$ cat config.mk
export PLATFORM = sky130hd
export DESIGN_NAME = dl_access_ctrl
export DESIGN_NICKNAME = d
export VERILOG_FILES = /design/src/rtl/dl_access_ctrl.sv
export SDC_FILE = /design/constraint.sdc
export NUM_CORES = 1
export LEC_CHECK = 0
export CAP_MARGIN = 5
export CORE_MARGIN = 8
export CORE_UTILIZATION = 48
export CTS_CLUSTER_SIZE = 40
export DETAILED_ROUTE_END_ITERATION = 10
export PLACE_DENSITY_LB_ADDON = 0.12
export SYNTH_ARGS = -nofsm -noshare
export SYNTH_HDL_FRONTEND = slang
export SYNTH_SLANG_ARGS = --single-unit
$ cat constraint.sdc
create_clock -name clk_i -period 2.17 [get_ports clk_i]
set_input_delay 0.5425 -clock clk_i [delete_from_list [all_inputs] [get_ports clk_i]]
set_output_delay 0.5425 -clock clk_i [all_outputs]
set_load 0.03 [all_outputs]
$ cat src/rtl/dl_access_ctrl.sv
// ---------------------------------------------------------------------------
// dl_access_ctrl
//
// Serial access and recirculation controller for one delay-line memory.
// Sits in front of the delay-line driver gate and consumes the sense-amp
// bit. Every bit time (bit_en_i strobe) the sensed bit is either
// recirculated back into the line or replaced by a bit of a pending write.
// Independently, one addressed word can be deserialized for a read.
//
// Ports
//   clk_i, rst_i      clock, synchronous active-high reset
//   bit_en_i          one-cycle strobe marking a bit time
//   sync_i            with bit_en_i: this bit time is bit 0 of word 0
//   sa_in_i           sense-amp bit, valid with bit_en_i
//   dl_out_o          registered bit to the delay-line driver gate
//   locked_o          position counters aligned to sync_i
//   sync_err_o        one-cycle pulse: sync_i seen at an unexpected position
//   wr_req_i/addr/data   write request (held by requester until wr_busy_o)
//   wr_busy_o/wr_ack_o   write in flight / one-cycle commit pulse
//   rd_req_i/addr     read request
//   rd_data_o         last word read, held until the next read completes
//   rd_valid_o        one-cycle pulse: rd_data_o updated
//   rd_perr_o         parity error, qualified by rd_valid_o
//
// Optional build macro
//   DL_PARITY_EN      writes replace the MSB with odd parity of the lower
//                     bits; reads flag rd_perr_o when the captured word has
//                     even parity. Undefined: words stored verbatim and
//                     rd_perr_o is tied low.
//
// Words are serial LSB first. WORD_BITS must be at least 2. An address
// >= WORDS is accepted but never matches, so that FSM waits until reset.
// ---------------------------------------------------------------------------
module dl_access_ctrl #(
    parameter int WORD_BITS = 28,
    parameter int WORDS     = 4,
    parameter int ADDR_W    = 2
) (
    input  logic                 clk_i,
    input  logic                 rst_i,
    input  logic                 bit_en_i,
    input  logic                 sync_i,
    input  logic                 sa_in_i,
    output logic                 dl_out_o,
    output logic                 locked_o,
    output logic                 sync_err_o,
    input  logic                 wr_req_i,
    input  logic [ADDR_W-1:0]    wr_addr_i,
    input  logic [WORD_BITS-1:0] wr_data_i,
    output logic                 wr_busy_o,
    output logic                 wr_ack_o,
    input  logic                 rd_req_i,
    input  logic [ADDR_W-1:0]    rd_addr_i,
    output logic [WORD_BITS-1:0] rd_data_o,
    output logic                 rd_valid_o,
    output logic                 rd_perr_o
);

    localparam int BIT_W = (WORD_BITS > 1) ? $clog2(WORD_BITS) : 1;
    localparam logic [BIT_W-1:0]  LAST_BIT  = BIT_W'(WORD_BITS - 1);
    localparam logic [ADDR_W-1:0] LAST_WORD = ADDR_W'(WORDS - 1);

    typedef enum logic [1:0] {W_IDLE, W_WAIT, W_SHIFT}   wr_state_e;
    typedef enum logic [1:0] {R_IDLE, R_WAIT, R_CAPTURE} rd_state_e;

    // -----------------------------------------------------------------------
    // Position tracking
    // -----------------------------------------------------------------------
    // bit_cnt_q/word_cnt_q hold the position of the *next* bit time.
    // cur_bit/cur_word are the position of the bit time being processed;
    // sync_i overrides it to 0/0.
    logic [BIT_W-1:0]  bit_cnt_q,  bit_cnt_d,  cur_bit;
    logic [ADDR_W-1:0] word_cnt_q, word_cnt_d, cur_word;
    logic              locked_q;
    logic              sync_err_q;
    logic              resync;

    always_comb begin
        cur_bit  = sync_i ? '0 : bit_cnt_q;
        cur_word = sync_i ? '0 : word_cnt_q;
        // A SYNC that lands where the counters were not already at 0/0
        // means the line slipped: flag it and abort any word in progress.
        resync   = bit_en_i && sync_i && locked_q &&
                   ((bit_cnt_q != '0) || (word_cnt_q != '0));

        bit_cnt_d  = cur_bit + BIT_W'(1);
        word_cnt_d = cur_word;
        if (cur_bit == LAST_BIT) begin
            bit_cnt_d  = '0;
            word_cnt_d = (cur_word == LAST_WORD) ? '0 : cur_word + ADDR_W'(1);
        end
    end

    always_ff @(posedge clk_i) begin
        if (rst_i) begin
            bit_cnt_q  <= '0;
            word_cnt_q <= '0;
            locked_q   <= 1'b0;
            sync_err_q <= 1'b0;
        end else begin
            sync_err_q <= resync;
            if (bit_en_i) begin
                bit_cnt_q  <= bit_cnt_d;
                word_cnt_q <= word_cnt_d;
                if (sync_i) begin
                    locked_q <= 1'b1;
                end
            end
        end
    end

    // -----------------------------------------------------------------------
    // Write path
    // -----------------------------------------------------------------------
    wr_state_e              wr_state_q;
    logic [ADDR_W-1:0]      wr_addr_q;
    logic [WORD_BITS-1:0]   wr_data_q, wr_data_d;
    logic                   wr_busy_q, wr_ack_q;
    logic                   wr_match, wr_drive;

    always_comb begin
        wr_data_d = wr_data_i;
`ifdef DL_PARITY_EN
        // Odd parity over the payload bits takes the MSB slot.
        wr_data_d[WORD_BITS-1] = ~(^wr_data_i[WORD_BITS-2:0]);
`endif
    end

    // Start of the addressed word. A resync bit time never starts a word.
    assign wr_match = bit_en_i && !resync && (cur_bit == '0) &&
                      (cur_word == wr_addr_q);

    // Bit 0 is substituted on the very bit time that matches, so the
    // whole word (bits 0..WORD_BITS-1) is replaced within one pass.
    assign wr_drive = ((wr_state_q == W_WAIT) && wr_match) ||
                      ((wr_state_q == W_SHIFT) && !resync);

    always_ff @(posedge clk_i) begin
        if (rst_i) begin
            wr_state_q <= W_IDLE;
            wr_addr_q  <= '0;
            wr_data_q  <= '0;
            wr_busy_q  <= 1'b0;
            wr_ack_q   <= 1'b0;
        end else begin
            wr_ack_q <= 1'b0;
            unique case (wr_state_q)
                W_IDLE: begin
                    if (wr_req_i && locked_q) begin
                        wr_addr_q  <= wr_addr_i;
                        wr_data_q  <= wr_data_d;
                        wr_busy_q  <= 1'b1;
                        wr_state_q <= W_WAIT;
                    end
                end
                W_WAIT: begin
                    if (wr_match) begin
                        wr_state_q <= W_SHIFT;
                    end
                end
                W_SHIFT: begin
                    if (bit_en_i) begin
                        if (resync) begin
                            // Request stays latched; retried on the next pass.
                            wr_state_q <= W_WAIT;
                        end else if (cur_bit == LAST_BIT) begin
                            wr_ack_q   <= 1'b1;
                            wr_busy_q  <= 1'b0;
                            wr_state_q <= W_IDLE;
                        end
                    end
                end
                default: wr_state_q <= W_IDLE;
            endcase
        end
    end

    // -----------------------------------------------------------------------
    // Line driver
    // -----------------------------------------------------------------------
    logic dl_out_q, dl_out_d;

    assign dl_out_d = wr_drive ? wr_data_q[cur_bit] : sa_in_i;

    always_ff @(posedge clk_i) begin
        if (rst_i) begin
            dl_out_q <= 1'b0;
        end else if (bit_en_i) begin
            dl_out_q <= dl_out_d;
        end
    end

    // -----------------------------------------------------------------------
    // Read path
    // -----------------------------------------------------------------------
    rd_state_e              rd_state_q;
    logic [ADDR_W-1:0]      rd_addr_q;
    // Holds bits 0..WORD_BITS-2 as they arrive; shifting in at the MSB
    // leaves bit 0 at the LSB once WORD_BITS-1 bits are in.
    logic [WORD_BITS-2:0]   rd_shift_q;
    logic [WORD_BITS-1:0]   rd_data_q, rd_data_d;
    logic                   rd_valid_q, rd_perr_q, rd_perr_d;
    logic                   rd_match;

    assign rd_match = bit_en_i && !resync && (cur_bit == '0) &&
                      (cur_word == rd_addr_q);

    // Final word: the last bit comes straight from the sense amp.
    always_comb begin
        rd_data_d = {sa_in_i, rd_shift_q};
`ifdef DL_PARITY_EN
        rd_perr_d = ~(^rd_data_d);
`else
        rd_perr_d = 1'b0;
`endif
    end

    always_ff @(posedge clk_i) begin
        if (rst_i) begin
            rd_state_q <= R_IDLE;
            rd_addr_q  <= '0;
            rd_shift_q <= '0;
            rd_data_q  <= '0;
            rd_valid_q <= 1'b0;
            rd_perr_q  <= 1'b0;
        end else begin
            rd_valid_q <= 1'b0;
            unique case (rd_state_q)
                R_IDLE: begin
                    if (rd_req_i && locked_q) begin
                        rd_addr_q  <= rd_addr_i;
                        rd_state_q <= R_WAIT;
                    end
                end
                R_WAIT: begin
                    if (rd_match) begin
                        rd_shift_q <= {sa_in_i, rd_shift_q[WORD_BITS-2:1]};
                        rd_state_q <= R_CAPTURE;
                    end
                end
                R_CAPTURE: begin
                    if (bit_en_i) begin
                        if (resync) begin
                            rd_state_q <= R_WAIT;
                        end else if (cur_bit == LAST_BIT) begin
                            rd_data_q  <= rd_data_d;
                            rd_perr_q  <= rd_perr_d;
                            rd_valid_q <= 1'b1;
                            rd_state_q <= R_IDLE;
                        end else begin
                            rd_shift_q <= {sa_in_i, rd_shift_q[WORD_BITS-2:1]};
                        end
                    end
                end
                default: rd_state_q <= R_IDLE;
            endcase
        end
    end

    assign dl_out_o   = dl_out_q;
    assign locked_o   = locked_q;
    assign sync_err_o = sync_err_q;
    assign wr_busy_o  = wr_busy_q;
    assign wr_ack_o   = wr_ack_q;
    assign rd_data_o  = rd_data_q;
    assign rd_valid_o = rd_valid_q;
    assign rd_perr_o  = rd_perr_q;

endmodule

==> metrics.yaml <==
yosys:
  yosysUniqueCellTypes: 58
  seq_area_frac_synth_pct: 46.7
  synth_area_per_cell_um2: 8.53
  postSynthCellCount: 523
  async_reset_ff_share_pct: 0
  synth_edf_count: 0
  syn-num-nets: 564
  synth_ff_type: "dfxtp_1"
  ys_warn_count: 0
  netlist_area_um2: 4460
  ys_ff_latch: 104
power_and_ir_drop:
  finalPower_uw: 3510
  power_density_nw_per_um2: 620
  vdd_drop_max_uv: 354
  p_leak_uw: 0.00215
critical_path:
  crit_chain: "dlygate4sd2_1, buf_4, nor2b_2, inv_1, ha_1, o211ai_1, a211oi_2, o21ai_4, buf_12, mux2i_1"
  critPathMaxFanout: 21
  crit_path_end_kind: "flop"
  worstSetupPathType: "in -> reg"
  cp_slowest_cell: "dlygate4sd2_1"
  crit_arrival_ps: 2310
  cp.required_ps: 2460
  slowest_delay_ps: 320
  crit_family: "buffers and inverters"
  cp-start-kind: "input port"
  crit_buf_inv: 4
placement:
  io_buffers: 72
  dp_hpwl_um: 7150
  gp_congestion: 0.887
finish:
  drive_above_1_share_pct: 10.3
  nets: 646
  diodes: 0
  n_fill_cell: 835
  register_area_um2: 2080
  syn_to_final_growth_pct: 26.8
  postLayoutCoreUtil_pct: 62.1
  multi_input_area_um2: 2140
route:
  final_antenna_net_count: 0
  wl_per_cell_um: 14.2
  routed_wl_um: 10200
  first_pass_iters: 5
  drc: 0
  vias: 3779
  viasPerCell: 5.25
  drt_iter0_markers: 242
timing:
  rsz0062_at_grt: "false"
  layout_min_cycle_time_ps: 2020
  report.final.hold_viol_count: 0
  setup_tns_ps: 0
  fin_skew_ps: 11.8
  setup_violations: 0
  min_period_over_period_pct: 93.2
  max_freq_mhz: 495
  slew_viol_final: 0
floorplan:
  core_area_um2: 9110
  row_count: 35
  die_w_um: 112
  fp.dieH_um: 112
  ios: 74
  dieArea_um2: 12600
  initial_core_util_pct: 49.0
cts:
  insertion_delay_ps: 370
  cts.sinks: 104
  clockRootBuffer: "clkbuf_8"
  cts_buffer_depth: 2
  cts_tree: "done"
  cts_buffers: 9
  clk_pin_slew_ps: 100
  htreeDepth: 3
status:
  status: "completed"
worst_hold_path:
  worstHoldPathType: "reg -> reg"
grt:
  grt_max_degree: 106
  grt_usage_pct: 16.5
  globalRouteOverflowTotal: 0
  grt_pass1_vias: 3762
  grt_pass1_wl_um: 17600
  antenna_found_initial: 0
flow_run:
  drv_cap: 0
-- sequential cells by signal, indices dropped and copies added, names as in the netlist --
signal and flops:
rd_state_q 2, wr_state_q 2, sync_err_o 1, wr_ack_o 1, rd_data_o 28, rd_addr_q 2, bit_cnt_q 5, dl_out_o 1
wr_busy_o 1, rd_valid_o 1, locked_o 1, rd_shift_q 27, wr_data_q 28, wr_addr_q 2, word_cnt_q 2
-- worst register-to-register path, cell delays in order (launching register included) --
cell,delay [ps]
dfxtp_1,530
and4bb_1,260
a32oi_1,290
a211oi_2,150
o21ai_4,190
buf_12,200
mux2i_1,220
-- cell usage after synthesis (3+ instances only) --
cell | n | area share, %
nand2_1 | 128 | 11
dfxtp_1 | 104 | 47
a21oi_1 | 71 | 8.0
mux2i_1 | 32 | 7.2
nand2b_1 | 21 | 2.9
clkbuf_1 | 19 | 1.6
nor2_1 | 18 | 1.5
or2b_1 | 11 | 1.9
buf_2 | 9 | 1.0
inv_1 | 8 | 0.67
nor3_1 | 8 | 0.90
nand3_1 | 7 | 0.79
o21ai_0 | 7 | 0.79
nor2b_1 | 6 | 0.84
a31oi_1 | 5 | 0.70
buf_4 | 5 | 0.84
a2111oi_0 | 4 | 0.79
a211oi_1 | 4 | 0.67
and2_1 | 3 | 0.42
buf_1 | 3 | 0.25
-- layer usage --
layer	vias to the layer above	share of wire, %	track usage [%]
li1	1939	-	-
met4	0	1.4	5.76
met1	1750	47	21.4
met2	80	47	26.4
met5	-	0	0
met3	10	5.2	3.81
-- power by group --
part           internal, uW  switching, uW
combinational           168            158
clock                   540            680
sequential             1940           23.8
-- per-stage QoR --
stage | cell area [um2] | instances | hold WS, ps | setup slack, ps
detailed placement | 5460 | 705 | 438 | -507
floorplan | 4470 | 523 | 427 | -17.2
finish | 5660 | 720 | 450 | 148
CTS | 5660 | 720 | 452 | 32.9
global placement | 5460 | 705 | 436 | -445
global route | 5660 | 720 | 475 | 25.7
-- final timing paths --
kind	from	end	slack (ps)	depth (start not counted)
max	sync_i	rd_shift_q[15]	150	10
min reg2reg	rd_shift_q[18]	rd_data_o[18]	450	2
min	rd_shift_q[18]	rd_data_o[18]	450	2
max reg2reg	word_cnt_q[0]	rd_shift_q[15]	250	6
-- cells in the final DEF, fill, tap and decap left out, types with 2 or more instances in the layout --
cell type / count
a31oi_1: 5
nor3_1: 7
buf_4: 34
and4bb_1: 2
nand3_1: 7
and4b_1: 2
a2111oi_0: 4
nand2b_1: 21
nand2_1: 128
or2b_1: 11
clkdlybuf4s50_1: 69
xnor2_1: 2
a21oi_1: 71
a211oi_1: 4
o21bai_1: 2
nor2b_1: 5
o211ai_1: 2
a32oi_1: 2
nor3_2: 2
clkinvlp_4: 2
dfxtp_1: 104
clkbuf_8: 9
and3_1: 2
inv_1: 8
o21ai_0: 7
and2_1: 3
buf_12: 5
mux2_1: 2
nor2_1: 18
mux2i_1: 32
-- cell families (layout without fill, tap and decap cells) --
| kind of cell | Yosys count | count (layout) | synth area share [%] |
|---|---|---|---|
| AND/OR/NAND/NOR | 214 | 214 | 22.5 |
| AO/OA/AOI/OAI | 116 | 116 | 15.6 |
| flip-flops | 104 | 104 | 46.7 |
| buffers and inverters | 48 | 134 | 5.78 |
| multiplexers | 36 | 36 | 8.44 |
| adder cells (fa/ha/maj) | 2 | 2 | 0.561 |
| XOR/XNOR | 2 | 2 | 0.393 |
| other | 1 | 1 | 0.0841 |
-- repair_timing --
| item | in CTS | in global routing |
|---|---|---|
| hold buffers | 0 | 0 |
| buffers inserted | 0 | 0 |
| resized for setup | 1 | 1 |
| endpoints found under the setup margin | 43 | 1 |
-- area by class of cell --
class	instances	share of cell area, %
multi-input combinational	371	37.9
sequential	104	36.8
timing repair buffer	111	19.0
tap	111	2.45
clock buffer	10	2.26
clock inverter	5	1.15
inverter	8	0.531
No activity file was read; power rests on OpenSTA's default activity.
